### src/rtl/pixie_dp_back_end_if.sv
// rtl/pixie_dp_back_end_if.sv - frame-buffer read port and video timing bundle
// Purpose: groups the Pixie back end's RAM read port and its video output signals.
// Signals:
//   mem_rd_addr  [9:0]  frame-buffer read address {row[6:0], byte[2:0]}
//   mem_rd_data  [7:0]  RAM read data, valid 1 clk after mem_rd_addr changes
//   video, hsync, vsync, hblank, vblank, de, frame_start  video stage outputs
// Modports: master = back end (drives address and video), slave = RAM / mixer side.
interface pixie_dp_back_end_if;
  logic [9:0] mem_rd_addr;
  logic [7:0] mem_rd_data;
  logic       video;
  logic       hsync;
  logic       vsync;
  logic       hblank;
  logic       vblank;
  logic       de;
  logic       frame_start;

  modport master (
    output mem_rd_addr,
    input  mem_rd_data,
    output video, hsync, vsync, hblank, vblank, de, frame_start
  );

  modport slave (
    input  mem_rd_addr,
    output mem_rd_data,
    input  video, hsync, vsync, hblank, vblank, de, frame_start
  );
endinterface

### src/rtl/pixie_dp_back_end.sv
// rtl/pixie_dp_back_end.sv - Pixie scan-out: frame buffer to 1-bit video with timing
// Purpose: scans the 8x128-byte frame buffer and serialises it MSB first into a
//   64x128 mono pixel stream with hsync/vsync/blank/de and a frame_start pulse.
// Ports:
//   clk, reset     system clock, synchronous active-high reset
//   clk_enable     pixel tick; all state advances only when high (spacing >= 2 clk)
//   disp_en        display enable; low forces video to 0, timing keeps running
//   border         border pixel value, used only when PIXIE_BE_BORDER_EN is defined
//   vid_if         master side of pixie_dp_back_end_if (RAM read port + video outputs)
// Option: PIXIE_BE_BORDER_EN - drive video = border & disp_en in the visible area
//   outside de; when undefined video is 0 outside de and border is ignored.
module pixie_dp_back_end (
  input  logic                       clk,
  input  logic                       reset,
  input  logic                       clk_enable,
  input  logic                       disp_en,
  input  logic                       border,
  pixie_dp_back_end_if.master        vid_if
);

  localparam logic [6:0] H_LAST       = 7'd111;
  localparam logic [6:0] H_ACT_START  = 7'd8;
  localparam logic [6:0] H_ACT_END    = 7'd72;
  localparam logic [6:0] H_VIS_END    = 7'd80;
  localparam logic [6:0] HSYNC_START  = 7'd88;
  localparam logic [6:0] HSYNC_END    = 7'd96;
  localparam logic [8:0] V_LAST       = 9'd261;
  localparam logic [8:0] V_ACT_START  = 9'd80;
  localparam logic [8:0] V_ACT_END    = 9'd208;
  localparam logic [8:0] V_VIS_START  = 9'd64;
  localparam logic [8:0] V_VIS_END    = 9'd224;
  localparam logic [8:0] VSYNC_START  = 9'd240;
  localparam logic [8:0] VSYNC_END    = 9'd244;

  logic [6:0] hc_q, hc_d;
  logic [8:0] vc_q, vc_d;
  logic [7:0] shift_q, shift_d;
  logic [9:0] addr_q, addr_d;
  logic       video_q, video_d;
  logic       hsync_q, hsync_d;
  logic       vsync_q, vsync_d;
  logic       hblank_q, hblank_d;
  logic       vblank_q, vblank_d;
  logic       de_q, de_d;
  logic       fs_q, fs_d;

  logic       h_act, v_act, h_vis, v_vis, pix, border_pix;

  always_comb begin
    hc_d = hc_q + 7'd1;
    vc_d = vc_q;
    if (hc_q == H_LAST) begin
      hc_d = '0;
      vc_d = (vc_q == V_LAST) ? '0 : vc_q + 9'd1;
    end

    h_act = (hc_q >= H_ACT_START) && (hc_q < H_ACT_END);
    v_act = (vc_q >= V_ACT_START) && (vc_q < V_ACT_END);
    h_vis = (hc_q < H_VIS_END);
    v_vis = (vc_q >= V_VIS_START) && (vc_q < V_VIS_END);

    de_d     = h_act && v_act;
    hblank_d = !h_vis;
    vblank_d = !v_vis;
    hsync_d  = (hc_q >= HSYNC_START) && (hc_q < HSYNC_END);
    vsync_d  = (vc_q >= VSYNC_START) && (vc_q < VSYNC_END);
    fs_d     = (hc_q == '0) && (vc_q == '0);

    // Prefetch one tick ahead of each byte slot: hc = 7,15,..,63 selects byte hc[5:3].
    // Row is vc-80 mod 128, which only needs the low 7 bits of vc.
    addr_d = addr_q;
    if (v_act && !hc_q[6] && (hc_q[2:0] == 3'd7)) begin
      addr_d = {vc_q[6:0] - 7'd80, hc_q[5:3]};
    end

    // Byte slot boundaries inside de fall on hc multiples of 8 (8..64).
    shift_d = shift_q;
    pix     = 1'b0;
    if (de_d) begin
      if (hc_q[2:0] == 3'd0) begin
        shift_d = vid_if.mem_rd_data;
        pix     = vid_if.mem_rd_data[7];
      end else begin
        pix     = shift_q[6];
        shift_d = {shift_q[6:0], 1'b0};
      end
    end

`ifdef PIXIE_BE_BORDER_EN
    border_pix = h_vis && v_vis && border && disp_en;
`else
    border_pix = 1'b0 & border;
`endif

    video_d = de_d ? (pix && disp_en) : border_pix;
  end

  always_ff @(posedge clk) begin
    if (reset) begin
      hc_q     <= '0;
      vc_q     <= '0;
      shift_q  <= '0;
      addr_q   <= '0;
      video_q  <= 1'b0;
      hsync_q  <= 1'b0;
      vsync_q  <= 1'b0;
      hblank_q <= 1'b0;
      vblank_q <= 1'b0;
      de_q     <= 1'b0;
      fs_q     <= 1'b0;
    end else if (clk_enable) begin
      hc_q     <= hc_d;
      vc_q     <= vc_d;
      shift_q  <= shift_d;
      addr_q   <= addr_d;
      video_q  <= video_d;
      hsync_q  <= hsync_d;
      vsync_q  <= vsync_d;
      hblank_q <= hblank_d;
      vblank_q <= vblank_d;
      de_q     <= de_d;
      fs_q     <= fs_d;
    end
  end

  assign vid_if.mem_rd_addr = addr_q;
  assign vid_if.video       = video_q;
  assign vid_if.hsync       = hsync_q;
  assign vid_if.vsync       = vsync_q;
  assign vid_if.hblank      = hblank_q;
  assign vid_if.vblank      = vblank_q;
  assign vid_if.de          = de_q;
  assign vid_if.frame_start = fs_q;

endmodule

### src/flat_wrapper.sv
// flat-port wrapper written by rule: the top's interface ports become plain ports
module pixie_dp_back_end_flat 
  (clk, reset, clk_enable, disp_en, border, vid_if_mem_rd_addr, vid_if_mem_rd_data, vid_if_video, vid_if_hsync, vid_if_vsync, vid_if_hblank, vid_if_vblank, vid_if_de, vid_if_frame_start);
  pixie_dp_back_end_if vid_if_i ();
  input  logic clk;
  input  logic reset;
  input  logic clk_enable;
  input  logic disp_en;
  input  logic border;
  output wire logic [$bits(vid_if_i.mem_rd_addr)-1:0] vid_if_mem_rd_addr;
  input wire logic [$bits(vid_if_i.mem_rd_data)-1:0] vid_if_mem_rd_data;
  output wire logic [$bits(vid_if_i.video)-1:0] vid_if_video;
  output wire logic [$bits(vid_if_i.hsync)-1:0] vid_if_hsync;
  output wire logic [$bits(vid_if_i.vsync)-1:0] vid_if_vsync;
  output wire logic [$bits(vid_if_i.hblank)-1:0] vid_if_hblank;
  output wire logic [$bits(vid_if_i.vblank)-1:0] vid_if_vblank;
  output wire logic [$bits(vid_if_i.de)-1:0] vid_if_de;
  output wire logic [$bits(vid_if_i.frame_start)-1:0] vid_if_frame_start;
  assign vid_if_mem_rd_addr = vid_if_i.mem_rd_addr;
  assign vid_if_i.mem_rd_data = vid_if_mem_rd_data;
  assign vid_if_video = vid_if_i.video;
  assign vid_if_hsync = vid_if_i.hsync;
  assign vid_if_vsync = vid_if_i.vsync;
  assign vid_if_hblank = vid_if_i.hblank;
  assign vid_if_vblank = vid_if_i.vblank;
  assign vid_if_de = vid_if_i.de;
  assign vid_if_frame_start = vid_if_i.frame_start;
  pixie_dp_back_end u_core (.clk(clk), .reset(reset), .clk_enable(clk_enable), .disp_en(disp_en), .border(border), .vid_if(vid_if_i));
endmodule
### config.mk
export PLATFORM = sky130hd
export DESIGN_NAME = pixie_dp_back_end_flat
export DESIGN_NICKNAME = d
export VERILOG_FILES = /design/src/rtl/pixie_dp_back_end_if.sv /design/src/rtl/pixie_dp_back_end.sv /design/src/flat_wrapper.sv
export SDC_FILE = /design/constraint.sdc
export NUM_CORES = 1
export LEC_CHECK = 0
export CAP_MARGIN = 20
export CORE_MARGIN = 2
export CORE_UTILIZATION = 40
export DETAILED_ROUTE_END_ITERATION = 16
export DONT_BUFFER_PORTS = 1
export PLACE_DENSITY = 0.57
export REMOVE_ABC_BUFFERS = 1
export SLEW_MARGIN = 20
export SYNTH_ARGS = -nofsm -noshare
export SYNTH_HDL_FRONTEND = slang
export SYNTH_SLANG_ARGS = --single-unit
### constraint.sdc
create_clock -name clk -period 2.18 [get_ports clk]
set_input_delay 0.436 -clock clk [delete_from_list [all_inputs] [get_ports clk]]
set_output_delay 0.436 -clock clk [all_outputs]
set_load 0.02 [all_outputs]
==> results of run 1 <==
==> logic make-up (layout without fill, tap and decap cells) <==
family / after synthesis / in the layout / share of synthesized area
AND/OR/NAND/NOR: 77 / 77 / 0.2275
multiplexers: 10 / 10 / 0.04994
flip-flops: 40 / 40 / 0.3946
adder cells (fa/ha/maj): 10 / 10 / 0.06165
XOR/XNOR: 7 / 7 / 0.03021
AO/OA/AOI/OAI: 61 / 61 / 0.1732
buffers and inverters: 23 / 22 / 0.06288
==> power breakdown <==
group | internal [W] | switching, W | total [W]
clock network | 0.000217 | 0.000258 | 0.000474
registers | 0.000737 | 0.0000101 | 0.000747
logic | 0.0000338 | 0.0000293 | 0.0000631
total | 0.000988 | 0.000297 | 0.00128
==> stage by stage <==
stage          utilization  total power, W  hold slack [ns]
2_1_floorplan            -       0.0008114           0.4429
3_3_place_gp        0.4309       0.0008270           0.4704
3_5_place_dp        0.4309       0.0008282           0.4664
4_1_cts             0.4478        0.001302           0.1967
5_1_grt             0.4478        0.001341           0.1913
6_report            0.4478        0.001285           0.2051
==> worst reg2reg max path: stages, from the launching register on <==
cell      delay (ns)
dfxtp_1         0.31
inv_1           0.09
ha_1            0.14
nor4bb_1        0.35
a221oi_1        0.14
buf_4           0.21
nor2_1          0.35
a211oi_1        0.14
==> cell type report <==
class	instances	area share
clock buffers	5	0.03190
clock inverters	2	0.005800
inverters	6	0.01044
multi-input cells	165	0.5104
flip-flops and latches	40	0.3712
well taps	67	0.03886
repair buffers	9	0.03132
==> layout by cell type (no fill, tap or decap), types with 2 or more instances in the layout <==
master    Yosys  layout
a211oi_1      7       7
a21oi_1      31      31
and3_2        2       2
and4_1        2       2
and4b_1       2       2
buf_4         0       9
clkbuf_8      3       5
dfxtp_1      40      40
ha_1         10      10
inv_1         6       6
mux2i_1       9       9
nand2_1       9       9
nand2b_1      4       4
nand3_1      13      13
nand4_1       9       9
nand4b_1      2       2
nor2_1        9       9
nor2b_1       4       4
nor3_1        8       8
nor3b_1       2       2
o211ai_1      2       2
o21ai_0      14      14
o31ai_1       3       3
or3_2         3       3
or4_1         3       3
xnor2_1       4       4
xor2_1        3       3
==> state kept, by name, indices dropped and copies added, names as in the netlist <==
register and flops:
u_core.vid_if.frame_start 1, u_core.vid_if.hblank 1, u_core.vid_if.de 1, u_core.shift_q 7
u_core.vid_if.mem_rd_addr 10, u_core.vid_if.vsync 1, u_core.vid_if.hsync 1, u_core.vid_if.video 1
u_core.vid_if.vblank 1, u_core.hc_q 7, u_core.vc_q 9
==> path summary, 6_finish.rpt <==
| kind | cells past startpoint | end | startpoint | slack, ns |
|---|---|---|---|---|
| setup / recovery | 7 | u_core.shift_q[2]$_SDFFE_PP0P_ | u_core.vc_q[5]$_SDFFE_PP0P_ | 0.31 |
| hold / removal | 1 | u_core.vid_if.mem_rd_addr[2]$_SDFFE_PP0P_ | reset | 0.21 |
| setup reg to reg | 7 | u_core.shift_q[2]$_SDFFE_PP0P_ | u_core.vc_q[5]$_SDFFE_PP0P_ | 0.31 |
| hold reg to reg | 2 | u_core.shift_q[0]$_SDFFE_PP0P_ | u_core.shift_q[0]$_SDFFE_PP0P_ | 0.47 |
==> layer usage <==
layer / share of wire / vias up / GRT usage
li1: - / 826 / -
met1: 0.49 / 736 / 0.2253
met2: 0.44 / 34 / 0.2290
met3: 0.051 / 8 / 0.03882
met4: 0.015 / 0 / 0.06238
met5: 0 / - / 0
==> run metrics, run 1 <==
vias in the first global route 1402; Main synth FF type dfxtp_1; H-tree depth 2; WS Path Type reg2reg; via density per instance around 5.5; Area Overhead vs Synth 6.289%; max-slew violation count 0; Max clock buf depth 2; fmax 0.5356 GHz; antenna violations before repair 0; antenna cell count 0; Setup Skew around 0.0039 ns; cts bufs inserted 5; Initial Util 0.4213; fin cells between 200 and 300; Root Driver clkbuf_8; Reg clk slew, reported paths 0.08 ns; EDFF count, synth 0; Core ar. 4817 um2; first-pass GRT wire length 6.824 mm; Clock Latency Late Sink 0.29 ns; Die Span Y roughly 75 um; DIE WIDTH 75.23 um; share of layout cells above drive strength 1 0.1101; critical path arrival between 2 and 2.5 ns; leakage power 0.7567 nW; status complete, no violations; row count 25; FF/Latch Area ~800 um2; register area share after synthesis 0.3946; final net count 250; WP data required roughly 2.3 ns; Mapped Area 2029 um2; syn avg cell area around 8.9 um2; Synth Register Bits 40; DR WL/cell between 10 and 15 um; Final Cell Area 2157 um2; top-count cell post-synth dfxtp_1; Crit-path slowest cell nor4bb_1; GRT overflow 0; Fin Setup TNS 0 ns; placed cell count around 290; detailed-route DRC error count 0; Area contributors post-synth dfxtp_1 39%, a21oi_1 7.6%, ha_1 6.2%; top post-synthesis cells by count 40 x dfxtp_1, 31 x a21oi_1, 14 x o21ai_0; Post-Place Worst Slack 0.2833 ns; slowest cell delay on critical path 0.35 ns; Die Area roughly 5700 um2; post-CTS setup buffer count 0; Cell variety after synth about 40; CTS sink cnt 40; Power Density ~600 nW/um2; post-CTS sizing 0; CP endpoint kind flip-flop; critical-path maximum fanout 12; Synth top area share 0.3946; IO Pins 30; VDD IR max ~0.00026 V; DR vias approximately 1600; CP Cell Sequence inv_1, ha_1, nor4bb_1, a221oi_1, buf_4, nor2_1, a211oi_1; CTS tree yes; Max-Cap Viols 0; Multi-input gate area 1101 um2; startpoint types flip-flop; final hold vios 0; slack of the critical path about 0.31 ns; cell family with most CP delay simple AND/OR/NAND/NOR gates; RSZ-0062 raised after global routing no; Fill cells 487; fin crit share 0.8564; post-synthesis async set-or-reset flop share 0; All-Layer GR Usage 0.1581; fin crit period 1.867 ns; Yosys top cell by area dfxtp_1; RePlAce Congestion 0.8012; Ys Warns 0; Mapped Cells 228; drt total wl 4.249 mm; Rel. slew slack 0.6557; Detail Placement HPWL 3.004 mm; IO Port Bufs 0; HP Class in2reg; CP Buf/Inv Count 2; remaining antenna violation count 0; Hold Buf Count CTS 0; DP Area 2076 um2; drt first pass iters 4; initial drt markers 51; worst-margin pin slew between 0.5 and 0.6 ns; pin count of the biggest net entering global routing 35; final setup violation count 0
Note: power is estimated with default switching activity, not from simulation.
==> run 2: changes to the inputs <==
Clock period 2.18 ns to 2 ns, I/O delays scaled along.
==> run 2 against run 1 <==
Effect of this change: first-iteration DRC count decreased by 5.9%; maximum frequency rose by 3.8%; critical path type unchanged; clock-buffer cell count is 2 higher; combinational power grew 9.7%; register-to-register slack lost 0.11 ns; highest routed layer unchanged; via count is 2.8% higher; largest cell class unchanged.
==> run metrics, run 2 (synthesis results as in run 1) <==
Setup Skew 0.009331 ns (was 0.003888 ns); GRT overflow 0 (unchanged); row count 25 (unchanged); fin crit period 1.798 ns (was 1.867 ns); Fill cells 511 (was 487); post-CTS setup buffer count 0 (unchanged); final setup violation count 0 (unchanged); Power Density 659.2 nW/um2 (was 595.6 nW/um2); Multi-input gate area 1101 um2 (unchanged); HP Class in2reg (unchanged); worst-margin pin slew 0.4048 ns (was 0.5157 ns); WP data required 2.21 ns (was 2.34 ns); R2R cell count 7 (unchanged); All-Layer GR Usage 0.1638 (was 0.1581); Fin Setup TNS 0 ns (unchanged); Rel. slew slack 0.7292 (was 0.6557); Core ar. 4817 um2 (unchanged); via density per instance 5.552 (was 5.456); RePlAce Congestion 0.8071 (was 0.8012); Die Span Y 75.23 um (unchanged); Area Overhead vs Synth 8.262% (was 6.289%); DIE WIDTH 75.23 um (unchanged); status complete, no violations (unchanged); IO Pins 30 (unchanged); slack of the critical path 0.2019 ns (was 0.3131 ns); critical-path maximum fanout 11 (was 12); WS Path Type reg2reg (unchanged); Design Power 0.001448 W (was 0.001285 W); Post-Place Worst Slack 0.1797 ns (was 0.2833 ns); final hold vios 0 (unchanged); critical path arrival 2.01 ns (was 2.03 ns); DR WL/cell 14.65 um (was 14.45 um); RR Endpoint u_core.vid_if.mem_rd_addr[8]$_SDFFE_PP0P_ (was u_core.shift_q[2]$_SDFFE_PP0P_); Finished Core Util 0.4561 (was 0.4478); detailed-route DRC error count 0 (unchanged); share of layout cells above drive strength 1 0.1174 (was 0.1101); DR vias 1649 (was 1604); pin count of the biggest net entering global routing 35 (unchanged); remaining antenna violation count 0 (unchanged); max reg flops 10 (unchanged); CP endpoint u_core.vid_if.mem_rd_addr[8]$_SDFFE_PP0P_ (was u_core.shift_q[2]$_SDFFE_PP0P_); Max clock buf depth 2 (unchanged); r2r startpoint u_core.vc_q[5]$_SDFFE_PP0P_ (unchanged); Clock Latency Late Sink 0.29 ns (about the same); drt first pass iters 5 (was 4); Die Area 5660 um2 (unchanged); Hold Buf Count CTS 0 (unchanged); final net count 252 (was 250); leakage power 0.7728 nW (was 0.7567 nW); IO Port Bufs 0 (unchanged); antenna violations before repair 0 (unchanged); VDD IR max 0.0004161 V (was 0.0002573 V); antenna cell count 0 (unchanged); H-tree depth 2 (unchanged); Critical path origin u_core.vc_q[5]$_SDFFE_PP0P_ (unchanged); Max-Cap Viols 0 (unchanged); Reg clk slew, reported paths 0.08 ns (about the same); drt total wl 4.352 mm (was 4.249 mm); Initial Util 0.4213 (unchanged); minimum setup slack among reg-to-reg paths 0.20 ns (was 0.31 ns); hold slack 0.1674 ns (was 0.2051 ns); Detail Placement HPWL 3.060 mm (was 3.004 mm); CTS tree yes (unchanged); commonest non-fill, non-tap cells in the layout 40 x dfxtp_1, 31 x a21oi_1, 14 x o21ai_0, 13 x nand3_1 (was 40 x dfxtp_1, 31 x a21oi_1, 14 x o21ai_0, 13 x nand3_1, 10 x ha_1); startpoint types flip-flop (unchanged); FF/Latch Area 800.8 um2 (unchanged); fmax 0.5562 GHz (was 0.5356 GHz); RSZ-0062 raised after global routing no (unchanged); CP endpoint kind flip-flop (unchanged); CTS sink cnt 40 (unchanged); post-CTS sizing 0 (unchanged); initial drt markers 48 (was 51); first-pass GRT wire length 7.038 mm (was 6.824 mm); fin crit share 0.8990 (was 0.8564); commonest non-fill, non-tap cell in the layout dfxtp_1 (unchanged); Root Driver clkbuf_8 (unchanged); max-slew violation count 0 (unchanged); vias in the first global route 1490 (was 1402); cts bufs inserted 5 (unchanged)
run 2: changes by cell type in the layout (fill, tap and decap cells not counted), sizes merged:
cell,delta
buf,+2
clkinv,-1
clkbuf,+2
run 2: worst min path at each step:
stage	to	start	depth (start not counted)
after floorplan	u_core.shift_q[0]$_SDFFE_PP0P_	u_core.shift_q[0]$_SDFFE_PP0P_	2
after global placement	u_core.shift_q[0]$_SDFFE_PP0P_	u_core.shift_q[0]$_SDFFE_PP0P_	2
after detailed placement	u_core.vid_if.mem_rd_addr[2]$_SDFFE_PP0P_	reset	1
after CTS	u_core.vid_if.mem_rd_addr[0]$_SDFFE_PP0P_	reset	1
after global routing	u_core.vid_if.mem_rd_addr[0]$_SDFFE_PP0P_	reset	1
final	u_core.shift_q[4]$_SDFFE_PP0P_	reset	1
run 2: power by group:
| group | internal (W) | total [W] | switching (W) |
|---|---|---|---|
| Sequential | 0.000803 | 0.000814 | 0.0000108 |
| Clock | 0.000281 | 0.000565 | 0.000284 |
| Combinational | 0.0000380 | 0.0000692 | 0.0000312 |
run 2: metrics by stage:
step	area [um2]	cells
6_report	2197	297
5_1_grt	2197	297
4_1_cts	2197	297
3_5_place_dp	2103	289
3_3_place_gp	2103	289
2_1_floorplan	1924	211
run 2: worst max-delay path, stage by stage, from the launching register on:
cell and delay, ns:
dfxtp_1 0.39, inv_1 0.10, ha_1 0.18, nor4bb_1 0.14, a221oi_1 0.40, buf_4 0.24
nor2_1 0.06, a211oi_1 0.23
run 2: area by class of cell:
cell class,instances,share of cell area
Clock buffer,7,0.03929
Tap cell,67,0.03815
Sequential cell,40,0.3645
Clock inverter,1,0.003417
Multi-Input combinational cell,165,0.5011
Inverter,6,0.01025
Timing Repair Buffer,11,0.04328
run 2: metal layers:
layer  vias up  share of wire  track usage
met5         -              0            0
met4         0          0.013      0.05263
met3         7          0.043      0.04418
met2        33           0.45       0.2505
met1       779           0.49       0.2251
li1        830              -            -
